**src/rtl/ws_psum_accum.sv**
```systemverilog
// ws_psum_accum: accumulates Q3.6 PE-column partial sums over channel passes; ReLU/saturate and stream Q3.6 results on the final pass
// Ports: sys_clk_i/sys_rst_i clock and async active-high reset; start_i/relu_en_i begin a tile;
//        in_valid_i/in_data_i/in_ready_o psum input handshake; out_valid_o/out_data_o/out_ready_i result handshake;
//        busy_o high while a tile is in progress; done_o pulses once after the last result is accepted
module ws_psum_accum #(
  parameter int DEPTH  = 16,
  parameter int PASSES = 4,
  parameter int ACC_W  = 16
) (
  input  logic              sys_clk_i,
  input  logic              sys_rst_i,
  input  logic              start_i,
  input  logic              relu_en_i,
  input  logic              in_valid_i,
  input  logic signed [9:0] in_data_i,
  output logic              in_ready_o,
  output logic              out_valid_o,
  output logic signed [9:0] out_data_o,
  input  logic              out_ready_i,
  output logic              busy_o,
  output logic              done_o
);
  localparam int AW = DEPTH > 1 ? $clog2(DEPTH) : 1;
  localparam int PW = PASSES > 1 ? $clog2(PASSES) : 1;
  localparam logic signed [ACC_W-1:0] MAXV = 511;
  localparam logic signed [ACC_W-1:0] MINV = -512;
  typedef enum logic [1:0] {IDLE, ACCUM, FLUSH} state_t;
  state_t state_q, state_d;
  logic [AW-1:0] addr_q;
  logic [PW-1:0] pass_q;
  logic relu_q, out_valid_q, done_q;
  logic signed [9:0] out_data_q, sat;
  logic signed [ACC_W-1:0] mem_q [DEPTH];
  logic signed [ACC_W-1:0] ext, prev, sum, rect;
  logic final_pass, last_addr, in_fire, out_fire;
  assign final_pass = pass_q == PW'(PASSES - 1);
  assign last_addr = addr_q == AW'(DEPTH - 1);
  // On the final pass the single output register must have room, or be emptying this cycle
  assign in_ready_o = state_q == ACCUM && (!final_pass || !out_valid_q || out_ready_i);
  assign in_fire = in_valid_i && in_ready_o;
  assign out_fire = out_valid_q && out_ready_i;
  assign ext = {{(ACC_W-10){in_data_i[9]}}, in_data_i};
  // Pass 0 ignores stale buffer contents, so the buffer never needs clearing
  assign prev = pass_q == '0 ? '0 : mem_q[addr_q];
  assign sum = prev + ext;
  assign rect = relu_q && sum[ACC_W-1] ? '0 : sum;
  assign sat = rect > MAXV ? 10'sd511 : rect < MINV ? -10'sd512 : rect[9:0];
  assign out_valid_o = out_valid_q;
  assign out_data_o = out_data_q;
  assign busy_o = state_q != IDLE;
  assign done_o = done_q;
  always_comb begin
    state_d = state_q;
    unique case (state_q)
      IDLE:    state_d = start_i ? ACCUM : IDLE;
      ACCUM:   state_d = in_fire && final_pass && last_addr ? FLUSH : ACCUM;
      FLUSH:   state_d = out_fire ? IDLE : FLUSH;
      default: state_d = IDLE;
    endcase
  end
  always_ff @(posedge sys_clk_i) begin
    if (in_fire && !final_pass) mem_q[addr_q] <= sum;
  end
  always_ff @(posedge sys_clk_i or posedge sys_rst_i) begin
    if (sys_rst_i) begin
      state_q <= IDLE;
      addr_q <= '0;
      pass_q <= '0;
      relu_q <= 1'b0;
      out_valid_q <= 1'b0;
      out_data_q <= '0;
      done_q <= 1'b0;
    end else begin
      state_q <= state_d;
      done_q <= state_q == FLUSH && out_fire;
      if (state_q == IDLE && start_i) begin
        addr_q <= '0;
        pass_q <= '0;
        relu_q <= relu_en_i;
      end else if (in_fire) begin
        addr_q <= last_addr ? '0 : addr_q + 1'b1;
        if (last_addr) pass_q <= final_pass ? '0 : pass_q + 1'b1;
      end
      if (in_fire && final_pass) begin
        out_valid_q <= 1'b1;
        out_data_q <= sat;
      end else if (out_ready_i) begin
        out_valid_q <= 1'b0;
      end
    end
  end
endmodule

```
**config.mk**
```make
export PLATFORM = sky130hd
export DESIGN_NAME = ws_psum_accum
export DESIGN_NICKNAME = d
export VERILOG_FILES = /design/src/rtl/ws_psum_accum.sv
export SDC_FILE = /design/constraint.sdc
export NUM_CORES = 1
export LEC_CHECK = 0
export CORE_ASPECT_RATIO = 0.5
export CORE_MARGIN = 8
export CORE_UTILIZATION = 63
export DETAILED_ROUTE_END_ITERATION = 8
export HOLD_SLACK_MARGIN = 0.06
export MAX_ROUTING_LAYER = met4
export PLACE_DENSITY = 0.81
export SLEW_MARGIN = 20
export SYNTH_ARGS = -nofsm -noshare
export SYNTH_HDL_FRONTEND = slang
export SYNTH_SLANG_ARGS = --single-unit
export TNS_END_PERCENT = 30
```
**constraint.sdc**
```tcl
create_clock -name sys_clk_i -period 12.15 [get_ports sys_clk_i]
set_input_delay 1.8225 -clock sys_clk_i [delete_from_list [all_inputs] [get_ports sys_clk_i]]
set_output_delay 1.8225 -clock sys_clk_i [all_outputs]
set_load 0.01 [all_outputs]
```
==> results of run 1 <==
-- metal layers --
layer / GRT usage / vias up / wire (µm)
met5: - / - / 0
met1: 0.307 / 3181 / 10200
met4: 0.0611 / 0 / 612
li1: - / 2522 / -
met3: 0.0446 / 48 / 2530
met2: 0.354 / 350 / 12300
-- synth_stat cells, types with 6 or more instances --
| cell type | instances | share of area |
|---|---|---|
| nor2_1 | 33 | 0.011 |
| dfrtp_1 | 21 | 0.045 |
| edfxtp_1 | 256 | 0.66 |
| a21oi_1 | 14 | 0.0061 |
| clkbuf_1 | 16 | 0.0052 |
| ha_1 | 21 | 0.023 |
| o22ai_1 | 10 | 0.0054 |
| nor3_1 | 6 | 0.0026 |
| nand2_1 | 15 | 0.0049 |
| mux4_2 | 76 | 0.15 |
| o21ai_0 | 12 | 0.0052 |
| nor2b_1 | 16 | 0.0087 |
| inv_1 | 16 | 0.0052 |
-- worst max-delay path, stage by stage, from the launching register on --
cell and delay, ns:
dfrtp_4 0.78, buf_4 0.71, mux4_2 0.60, mux4_2 0.50, nor2b_1 0.16, ha_1 0.39
a21oi_1 0.19, o221ai_1 0.22, or2_1 0.32, xor2_1 0.87, and4b_1 0.33, a41oi_2 0.27
o22ai_1 0.25
-- through the flow --
stage / setup WS, ns / total power [W] / cell area, µm²
5_1_grt: 6.04 / 0.00377 / 13000
3_3_place_gp: 6.48 / 0.00284 / 12300
6_report: 6.42 / 0.00364 / 13000
4_1_cts: 6.33 / 0.00361 / 13000
2_1_floorplan: 7.25 / 0.00250 / 11600
3_5_place_dp: 6.38 / 0.00290 / 12300
-- cells by family (layout without fill, tap and decap cells) --
logic type,Yosys count,after routing,share of synthesized area
xor gates and xnor gates,12,12,0.0120
AOI/OAI and AO/OA,63,63,0.0373
muxes,83,83,0.158
DFF,277,277,0.710
buffers and inverters,41,105,0.0144
adders and majority gates,22,22,0.0244
and+or+nand+nor,98,98,0.0434
-- cell type report --
| type | count | area, µm² |
|---|---|---|
| sequential | 277 | 8220 |
| clock inverter | 8 | 35.0 |
| tap | 240 | 300 |
| fill | 1038 | 5150 |
| timing repair buffer | 48 | 433 |
| inverter | 17 | 63.8 |
| multi-input combinational | 278 | 3300 |
| clock buffer | 32 | 672 |
-- state kept, by name (all words and copies together), names as in the netlist --
register / cells
out_valid_o: 1
relu_q: 1
addr_q: 4
pass_q: 2
mem_q: 256
done_o: 1
state_q: 2
out_data_o: 10
-- power groups by stage --
stage | Clock [W] | Sequential (W) | Combinational, W
after floorplan | 0 | 0.00160 | 0.000899
after global placement | 0 | 0.00164 | 0.00120
after detailed placement | 0 | 0.00165 | 0.00126
after CTS | 0.000705 | 0.00163 | 0.00128
after global routing | 0.000735 | 0.00164 | 0.00140
final | 0.000700 | 0.00163 | 0.00131
-- how the worst max path moves through the flow --
| stage | slack (ns) | endpoint | cells after the start | startpoint |
|---|---|---|---|---|
| final | 6.42 | out_data_o[4] | 12 | addr_q[0] |
| after CTS | 6.33 | out_data_o[4] | 12 | addr_q[0] |
| after detailed placement | 6.38 | out_data_o[1] | 12 | addr_q[0] |
| after floorplan | 7.25 | out_data_o[0] | 13 | addr_q[0] |
| after global placement | 6.48 | out_data_o[6] | 12 | addr_q[0] |
| after global routing | 6.04 | out_data_o[4] | 12 | addr_q[0] |
==> results.md, run 1 <==
Placed design:
- The number of instances in the placed design is 860.
- The half-perimeter wire length after placement is 15000 µm.
- The congestion estimate from routability-driven global placement came to 0.887.
- The count of input and output buffers is 29.

Setup path:
- The data arrival at the endpoint of the critical path is 6.15 ns.
- For the worst setup path, the data required time is 12.57 ns.
- The worst register-to-register path has a depth of 12.
- The reg-to-reg critical path endpoint is out_data_o[4].
- The kind of critical path is register to register.
- Along the worst path, the maximum fanout reaches 38.
- The register-to-register path setup slack is 6.42 ns.
- The worst setup path is captured at a register.
- In this run the critical register-to-register path is launched from addr_q[0].
- The startpoint type of the worst setup path is a register.

CTS:
- The clock tree from TritonCTS is done.
- The largest buffer count on any clock path is 3.
- The clock latency on the worst-skew pair is 0.52 ns.
- The cell at the root of the clock tree is clkbuf_16.
- Buffers inserted to repair hold after CTS numbered 0.
- The total CTS buffers is 24.
- CTS saw 277 sinks.
- Clock-pin slew was measured on the worst setup and hold paths at 0.07 ns.
- The total number of H-tree levels is 1.
- The post-CTS setup repair buffer count is 0.
- The count of instances resized after the clock tree is built is 0.

Synthesis:
- The average footprint of a synthesized cell is 19.4 µm².
- The number of distinct library cell variants in the gate-level netlist after synthesis is 58.
- Among all flip-flop cells after synthesis, the most frequent one is edfxtp_1.
- The cell count after synthesis came out at 596.
- Counting every net in the synthesized netlist gives 634.
- The number of warnings reported in the yosys synthesis log is 0.
- The cell area after synthesis is 11600 µm².
- After synthesis the netlist holds a flip-flop and latch count of 277.
- Of the synthesized area, sequential elements account for 0.710.
- The number of enable-type register cells in the synthesized netlist is 256.
- For this run, asynchronously set or reset flops after synthesis account for 0.0758.

Detailed routing:
- The number of optimization iterations in the first detailed-route pass is 5.
- The detailed router placed ~6100 vias in this run.
- The remaining number of nets flagged by the antenna check after routing is 0.
- The detailed router finished its first iteration with 669 violations.
- In the final routed layout, each cell accounts on average for 28.5 µm.
- The mean number of vias per cell is 6.78.
- For this run, design rule violations remaining after detail routing come to 0.
- After detailed routing, the total wire length is 25700 µm.

STA:
- Between clock sinks in the finished design, the worst skew comes to 0.0218 ns.
- The final clock period utilization by the worst path is 0.471.
- Setup repair after global routing left no endpoint under its margin.
- The sum of negative setup slack is 0 ns.
- The number of hold violations in the final report was 0.
- The number of failing setup endpoints in the final timing report is 0.
- The post-route worst hold slack is about 0.49 ns.
- At the pin with the least slew margin, the transition time is 1.11 ns.
- For the finished layout, the period the worst path requires is 5.73 ns.
- Derived from the worst setup path, the maximum achievable clock frequency is 175 MHz.
- The total count of max-transition violations in the final report is 0.
- Measured against its own limit, the worst slew margin works out to 0.260.

Pwr:
- The analysis attributes to cell leakage a power of 4.31 nW.
- Of the total power, the clock network draws 0.192.
- Of the total power, the share spent switching nets is 0.338.
- Dividing total power by cell area gives a power density of 279 nW/µm².
- IR analysis of the VDD net gives a maximum drop of 0.238 mV.
- The share of power burned in combinational logic is 0.360.
- Summed over all nets, the switching power comes to 0.00123 W.
- The internal power of the cells totals 0.00241 W.
- Of the total power, registers draw 0.447.

Final layout:
- The library cell used most frequently in the layout, excluding fill and tap cells, is edfxtp_1.
- The top cell types in the final layout, fill and taps aside, are edfxtp_1, mux4_2, clkdlybuf4s50_1, clkbuf_16, ha_1.
- The final core utilization is 0.716.
- The layout overhead on the synthesized area is 12.5%.
- The number of antenna diodes in the final layout is 0.
- The number of nets in the final layout is 684.
- Once layout is complete, the cells apart from fillers number 900.
- The share of final-layout standard cells stronger than drive strength 1 is 0.250.

Global routing:
- The global-route congestion overflow total is 0.
- In the global route stage, overall resource usage came out at 0.227.
- The global-route wire length before repair is 38100 µm.
- Entering global routing, the biggest net connects 47 pins.
- The via count of the first global-routing pass is slightly above 6000.
- The initial antenna violation count is 0.

Floorplanning:
- The core region is 18200 µm².
- The count of boundary I/O pins is 30.
- The die outline area is 23200 µm².
- For this configuration, the core starts out at a cell density of 0.636.
- The number of rows created at floorplan is 35.
- In this run the vertical extent of the chip is ~110 µm.
- The width of the die is 208 µm.

Run:
- The max-cap violation count is 0.

Worst hold path:
- The class of the worst hold path is register to register.
- The end point of the worst hold path is done_o.
- The number of cells on the worst hold path is 1.
- In this run the most critical hold path is launched from state_q[0].

Status:
- The flow ran to the end, and the final reports show no timing, DRC or antenna violations.
Note: power is estimated with default switching activity, not from simulation.
==> run 2: changes to the inputs <==
CORE_UTILIZATION = 55   (was 63)
PLACE_DENSITY = 0.75   (was 0.81)
clock period = 4.65 ns   (was 12.15 ns; I/O delays follow)
==> run 2 against run 1 <==
Against the previous run: clock power rose to 2.7 times the previous value; cell area up 2.7%; combinational power rose to 2.8 times the previous value; worst hold slack worse by 0.0099 ns; register-to-register slack worse by 6.2 ns; setup slack worse by 6.2 ns; first-iteration DRC count down 1.2%; flip-flop and latch count unchanged; non-clock buffer count up 34; largest cell class unchanged.
==> results.md, run 2 (synthesis results as in run 1) <==
Status:
- The flow ran to the end, and the final reports show no timing, DRC or antenna violations.

STA:
- The transition at the pin with the smallest max-transition slack is 0.917 ns.
- Timing would allow up to 224 MHz.
- The number of failing setup endpoints in the final timing report is 0.
- The final critical path time including I/O delays and setup is 4.47 ns.
- The number of hold violations in the final report was 0.
- Setup repair after global routing left no endpoint under its margin.
- The final clock period utilization by the worst path is 0.962.
- The total count of max-transition violations in the final report came to 0.
- On the final layout, the worst clock skew is 0.00847 ns.
- The worst slew slack as a fraction of its limit is 0.388.
- The sum of negative setup slack is 0 ns.
- The worst path meets setup with 0.178 ns of slack.

CTS:
- CTS placed an instance of clkbuf_16 at the clock tree root.
- The number of clock buffers added by TritonCTS is 24.
- Clock tree synthesis found a total of 277 sinks.
- The clock-pin transition on the worst setup and hold timing paths is 0.06 ns.
- TritonCTS built the clock tree.
- The largest buffer count on any clock path is 3.
- CTS built an H-tree with a depth of 1.
- For the worst-skew pair, the clock arrives at the later sink with an insertion delay of around 0.51 ns.
- In this run, post-CTS hold repair placed 0 buffers.

Final layout:
- The top cell types in the final layout, fill and taps aside, are edfxtp_1, mux4_2, buf_4, clkdlybuf4s50_1, clkbuf_16.
- The final layout contains 718 nets.
- The layout overhead on the synthesized area is 15.6%.
- The register with the most flip-flops in the layout has 256 of them.
- The library cell used most frequently in the layout, excluding fill and tap cells, is edfxtp_1.
- The register with the most flip-flops is mem_q.
- The antenna diode count is 0.
- At the end of the flow the core is filled with cells to 0.649.
- In the final layout, the share of cells above drive strength 1 is 0.276.

Setup path:
- The kind of capture point of the worst setup path is a register.
- STA classifies the critical path startpoint as a register.
- The setup check on the worst reg-to-reg path leaves a slack of 0.18 ns.
- The kind of critical path is register to register.
- The endpoint identified for the worst register-to-register timing path is out_data_o[0].
- The startpoint identified for the worst register-to-register timing path is addr_q[0].
- Data arrives at the worst endpoint at 4.83 ns.
- The path depth of the worst reg2reg path is 14.
- In this run the worst path has a maximum fanout of 9.
- For the worst setup path, the data required time is 5.01 ns.

Pwr:
- The share of total power dissipated in combinational logic is 0.379.
- In this run the static leakage power is ~4.5 nW.
- The design draws about 0.01 W.
- Power spread over the standard cell area amounts to 736 nW/µm².
- The switching power total is 0.00322 W.
- The fraction of power spent switching nets is 0.327.
- The fraction of power consumed by the clock network is 0.194.
- The sequential power share is 0.426.
- The internal power of the cells totals 0.00662 W.
- The worst vdd rail ir drop is 0.392 mV.

Floorplanning:
- The width of the die is 221 µm.
- Measured along the y axis, the die boundary spans about 120 µm.
- The count of boundary I/O pins is 30.
- The number of rows created at floorplan is 37.
- The total core area is 20600 µm².
- The die covers 26200 µm².
- The effective utilization at floorplan is 0.561.

Worst hold path:
- Along the worst hold path, the cell count comes to 1.
- The worst hold path startpoint is state_q[0].
- The end point of the worst hold path is done_o.
- The class of the worst hold path is register to register.

Detailed routing:
- In the final routed layout, each cell accounts on average for 26.7 µm.
- The remaining number of nets flagged by the antenna check after routing is 0.
- For this block, the routed nets add up to 25800 µm of wire.
- For this run, the detailed router's first-pass iteration total came to 4.
- The mean number of vias per cell is roughly 6.3.
- The via count of the routed design is a little over 6000.
- The residual DRC count is 0.
- The starting DRC count in detailed routing is between 600 and 700.

Global routing:
- The initial antenna violation count was 0.
- The pin count of the biggest net entering global routing is 44.
- The global-route congestion overflow total is 0.
- In the global route stage, overall resource usage came out at 0.201.
- The via count of the first global-routing pass is 6230.
- The first global-routing pass estimated 38600 µm of wire.

Placed design:
- The wire-length estimate of the detail-placed layout is 16000 µm.
- Port buffering added 29 buffers.
- The routability-driven placement congestion ratio is ~0.90.
- OpenSTA, run right after detailed placement, puts the worst setup slack at -0.0282 ns.

Run:
- The tool flagged a number of max-cap violations equal to 0.
## run 2: area by class of cell
cell class | count | area [µm²]
clock buffer | 29 | 641
clock inverter | 12 | 105
fill | 1342 | 7230
inverter | 17 | 66.3
multi-input combinational | 278 | 3240
sequential | 277 | 8220
tap | 273 | 342
timing repair buffer | 82 | 763
## run 2: worst max-delay path by stage
stage | startpoint | endpoint | slack, ns
5_1_grt | addr_q[0] | out_data_o[6] | 0.006
2_1_floorplan | addr_q[0] | out_data_o[0] | 0.02
3_5_place_dp | addr_q[0] | out_data_o[0] | -0.03
3_3_place_gp | addr_q[0] | out_data_o[5] | 0.05
4_1_cts | addr_q[0] | out_data_o[0] | 0.08
6_report | addr_q[0] | out_data_o[0] | 0.18
## run 2: what timing repair did
| item | 4_1_cts | 5_1_grt |
|---|---|---|
| cloned | 0 | 0 |
| resized for setup | 0 | 2 |
| pin swaps | 0 | 1 |
| setup buffers | 5 | 2 |
| endpoints found under the setup margin | 9 | 9 |
## run 2: power by group through the flow
stage | registers, W | clock network (W) | logic, W
2_1_floorplan | 0.00417 | 0 | 0.00236
3_3_place_gp | 0.00425 | 0 | 0.00352
3_5_place_dp | 0.00426 | 0 | 0.00361
4_1_cts | 0.00419 | 0.00193 | 0.00371
5_1_grt | 0.00422 | 0.00202 | 0.00403
6_report | 0.00419 | 0.00191 | 0.00373
## run 2: per-stage QoR
stage	instances	hold slack (ns)	instance area (µm²)
6_report	968	0.480	13400
5_1_grt	968	0.522	13400
4_1_cts	966	0.481	13400
2_1_floorplan	596	0.435	11600
3_3_place_gp	920	0.458	12500
3_5_place_dp	920	0.467	12500
## run 2: routing by layer
layer | share of wire | global-route usage | wire length, µm
met1 | 0.41 | 0.275 | 10700
met5 | 0 | - | 0
met4 | 0.019 | 0.0477 | 485
met2 | 0.46 | 0.303 | 11900
met3 | 0.10 | 0.0486 | 2710
## run 2: worst max-delay path: stages, from the launching register on
cell and delay, ns:
dfrtp_4 0.44, buf_12 0.16, buf_4 0.17, mux4_2 0.50, mux4_2 0.47, nor2b_1 0.15
ha_1 0.37, a21oi_1 0.27, o221ai_1 0.25, a221oi_2 0.36, xnor2_1 0.15, or4_1 0.56
o31ai_4 0.20, buf_4 0.17, o22ai_1 0.09
==> run 3: changes to the inputs <==
CORE_ASPECT_RATIO = 0.9   (was 0.5)
==> run 3 against run 2 <==
Against the previous run: global-route usage up 0.50 points; highest routed layer unchanged; critical endpoint is now out_data_o[2]; power grew 0.46%; largest power group unchanged; flip-flop and latch count unchanged; clock skew grew 0.0037 ns; die area is 1.0% lower; register-to-register slack barely moved; worst hold slack got worse by 0.0055 ns; sequential share of layout area decreased by 0.20 points; sequential power about the same.
==> results.md, run 3 (synthesis results as in run 1) <==
Detailed routing:
- The count of nets left with antenna violations once routing finished came out at 0.
- The starting DRC count in detailed routing is ~600.
- The number of optimization iterations in the first detailed-route pass is 5.
- The via count of the routed design is just over 6000.
- The mean number of vias per cell is 6.16.
- Wires add up to 25600 µm.
- In the routed design, unresolved DRC markers number 0.
- The routed length per instance is 26.1 µm.

Final layout:
- The count of filler cells inserted in the layout is 1371.
- The register with the most flip-flops in the layout has between 200 and 300 of them.
- In the layout the commonest cells are edfxtp_1, mux4_2, buf_4, clkdlybuf4s50_1, clkbuf_16.
- At the end of the flow, the number of nets in the layout was 717.
- The final core utilization is 0.648.
- 0 antenna diodes ended up in the layout.
- The leading cell type in the layout, fill and taps excluded is edfxtp_1.
- The post-layout instance area is 13400 µm².
- The multi-input combinational cells in the finished layout cover a total of 3270 µm².
- Relative to the synthesized area, the layout overhead comes to 16.0%.
- The register with the most flip-flops is mem_q.
- Leaving out filler cells and counting taps, the final layout contains 983.
- In the final layout, the share of cells above drive strength 1 is 0.277.
- The sequential cell area in the final layout is approximately 8000 µm².

CTS:
- TritonCTS built the clock tree.
- The hold-fix buffer count after cts is 0.
- The total CTS buffers is 26.
- CTS saw ~280 sinks.
- Clock latency on the worst-skew pair, taken at its later pin, is 0.53 ns.
- The cell at the root of the clock tree is clkbuf_16.
- Clock-pin slew was measured on the worst setup and hold paths at 0.06 ns.
- CTS built an H-tree with a depth of 1.
- The largest buffer count on any clock path is 3.

Pwr:
- The static leakage power is 4.49 nW.
- Dividing total power by cell area gives a power density of between 700 and 800 nW/µm².
- Across the VDD grid, the largest voltage drop is 0.369 mV.

STA:
- Dividing the final minimum period by the clock period gives 0.964.
- The achievable frequency is roughly 220 MHz.
- Between clock sinks in the finished design, the worst skew comes to 0.0122 ns.
- The number of hold violations in the final report is 0.
- Setup violations remaining at the end of the flow were counted as 0.
- The worst pin sits at a relative slew slack of 0.355.
- Setup repair after global routing left no endpoint under its margin.
- The total count of max-transition violations in the final report came to 0.
- The transition at the pin with the smallest max-transition slack is roughly 0.97 ns.
- Setup slack on the critical path of the routed design comes to 0.167 ns.
- The final critical path time including I/O delays and setup is 4.48 ns.
- Hold timing on the final database bottoms out at a slack of ~0.47 ns.

Placed design:
- The half-perimeter wire length after placement is 16000 µm.
- After detailed placement, the total cell area comes to roughly 13000 µm².
- The number of instances in the placed design is 927.
- Port buffering added 29 buffers.
- The congestion estimate from routability-driven global placement came to between 0.8 and 0.9.
- Prior to clock tree synthesis, the placed netlist has a worst setup slack of -0.0548 ns.

Global routing:
- The global-route congestion overflow total is 0.
- The initial antenna violation count came to 0.
- For this run, the total global-route usage over all layers was measured as 0.205.
- The pin count of the biggest net entering global routing is 27.
- The via count of the first global-routing pass is 6267.
- The global-route wire length before repair is 38600 µm.

Floorplanning:
- The die covers approximately 26000 µm².
- The width of the die is approximately 170 µm.
- The initialized floorplan defines 50 standard-cell rows.
- The die is 154 µm tall.
- The effective utilization at floorplan is 0.559.
- The total core area is around 21000 µm².
- Pin placement for this block handled 30 I/O pins.

Setup path:
- Data on the critical path is required at its endpoint by ~5.0 ns.
- The kind of capture point of the worst setup path is a register.
- Of all nets on the critical path, the largest fanout is 17.
- The data arrival at the endpoint of the critical path is 4.87 ns.
- The kind of critical path is register to register.
- The worst setup path is launched from a register.

Run:
- The max-cap violation count is 0.

Status:
- The run finished with clean final reports.

Worst hold path:
- The worst hold path belongs to the class register to register.
==> run 3: critical path: stages, from the launching register on <==
cell and delay [ns]:
dfrtp_4 0.52, buf_12 0.21, mux4_2 0.51, mux4_2 0.49, nor2b_1 0.17, ha_1 0.40
o21a_1 0.21, o31a_1 0.14, o211a_1 0.23, or2_1 0.26, xor2_1 0.17, buf_4 0.20
and4b_1 0.27, a41oi_4 0.37, o22ai_1 0.16
==> run 3: through the flow <==
stage | total power [W] | setup TNS, ns
final | 0.00988 | 0
after global routing | 0.0103 | 0
after CTS | 0.00972 | 0
after floorplan | 0.00653 | 0
after global placement | 0.00761 | 0
after detailed placement | 0.00781 | -0.278
==> run 3: area by class of cell <==
cell class              instances  share of cell area
inverters                      17             0.00494
multi-input cells             278               0.244
repair buffers                 79              0.0555
flip-flops and latches        277               0.613
clock inverters                13             0.00485
well taps                     286              0.0267
clock buffers                  33              0.0520
==> run 3: final timing paths <==
kind                       startpoint             to  slack (ns)  cells past startpoint
setup / recovery            addr_q[0]  out_data_o[2]        0.17                     14
hold / removal             state_q[0]         done_o        0.47                      1
setup reg to reg            addr_q[0]  out_data_o[2]        0.17                     14
hold reg to reg            state_q[0]         done_o        0.47                      1
max in group asynchronous   sys_rst_i      addr_q[1]        3.25                      2
min in group asynchronous   sys_rst_i     state_q[1]        0.70                      2
==> run 3: power breakdown <==
| part | leakage (nW) | total, W | switching [W] | internal, W |
|---|---|---|---|---|
| registers | 2.55 | 0.00420 | 0.000178 | 0.00403 |
| logic | 1.58 | 0.00375 | 0.00224 | 0.00151 |
| clock network | 0.365 | 0.00193 | 0.000871 | 0.00106 |
==> run 3: layer usage <==
layer | routed length, µm | vias to the layer above | global-route usage
li1 | - | 2586 | -
met1 | 10400 | 3145 | 0.273
met2 | 12500 | 261 | 0.321
met3 | 1980 | 60 | 0.0366
met4 | 791 | 0 | 0.0641
met5 | 0 | - | -
==> run 3: timing repair <==
action,CTS,global route
buffers inserted,0,9
pin swaps,0,4
cloned,0,1
setup endpoints to repair,9,9
endpoints found under the hold margin,0,0
resized for setup,1,8
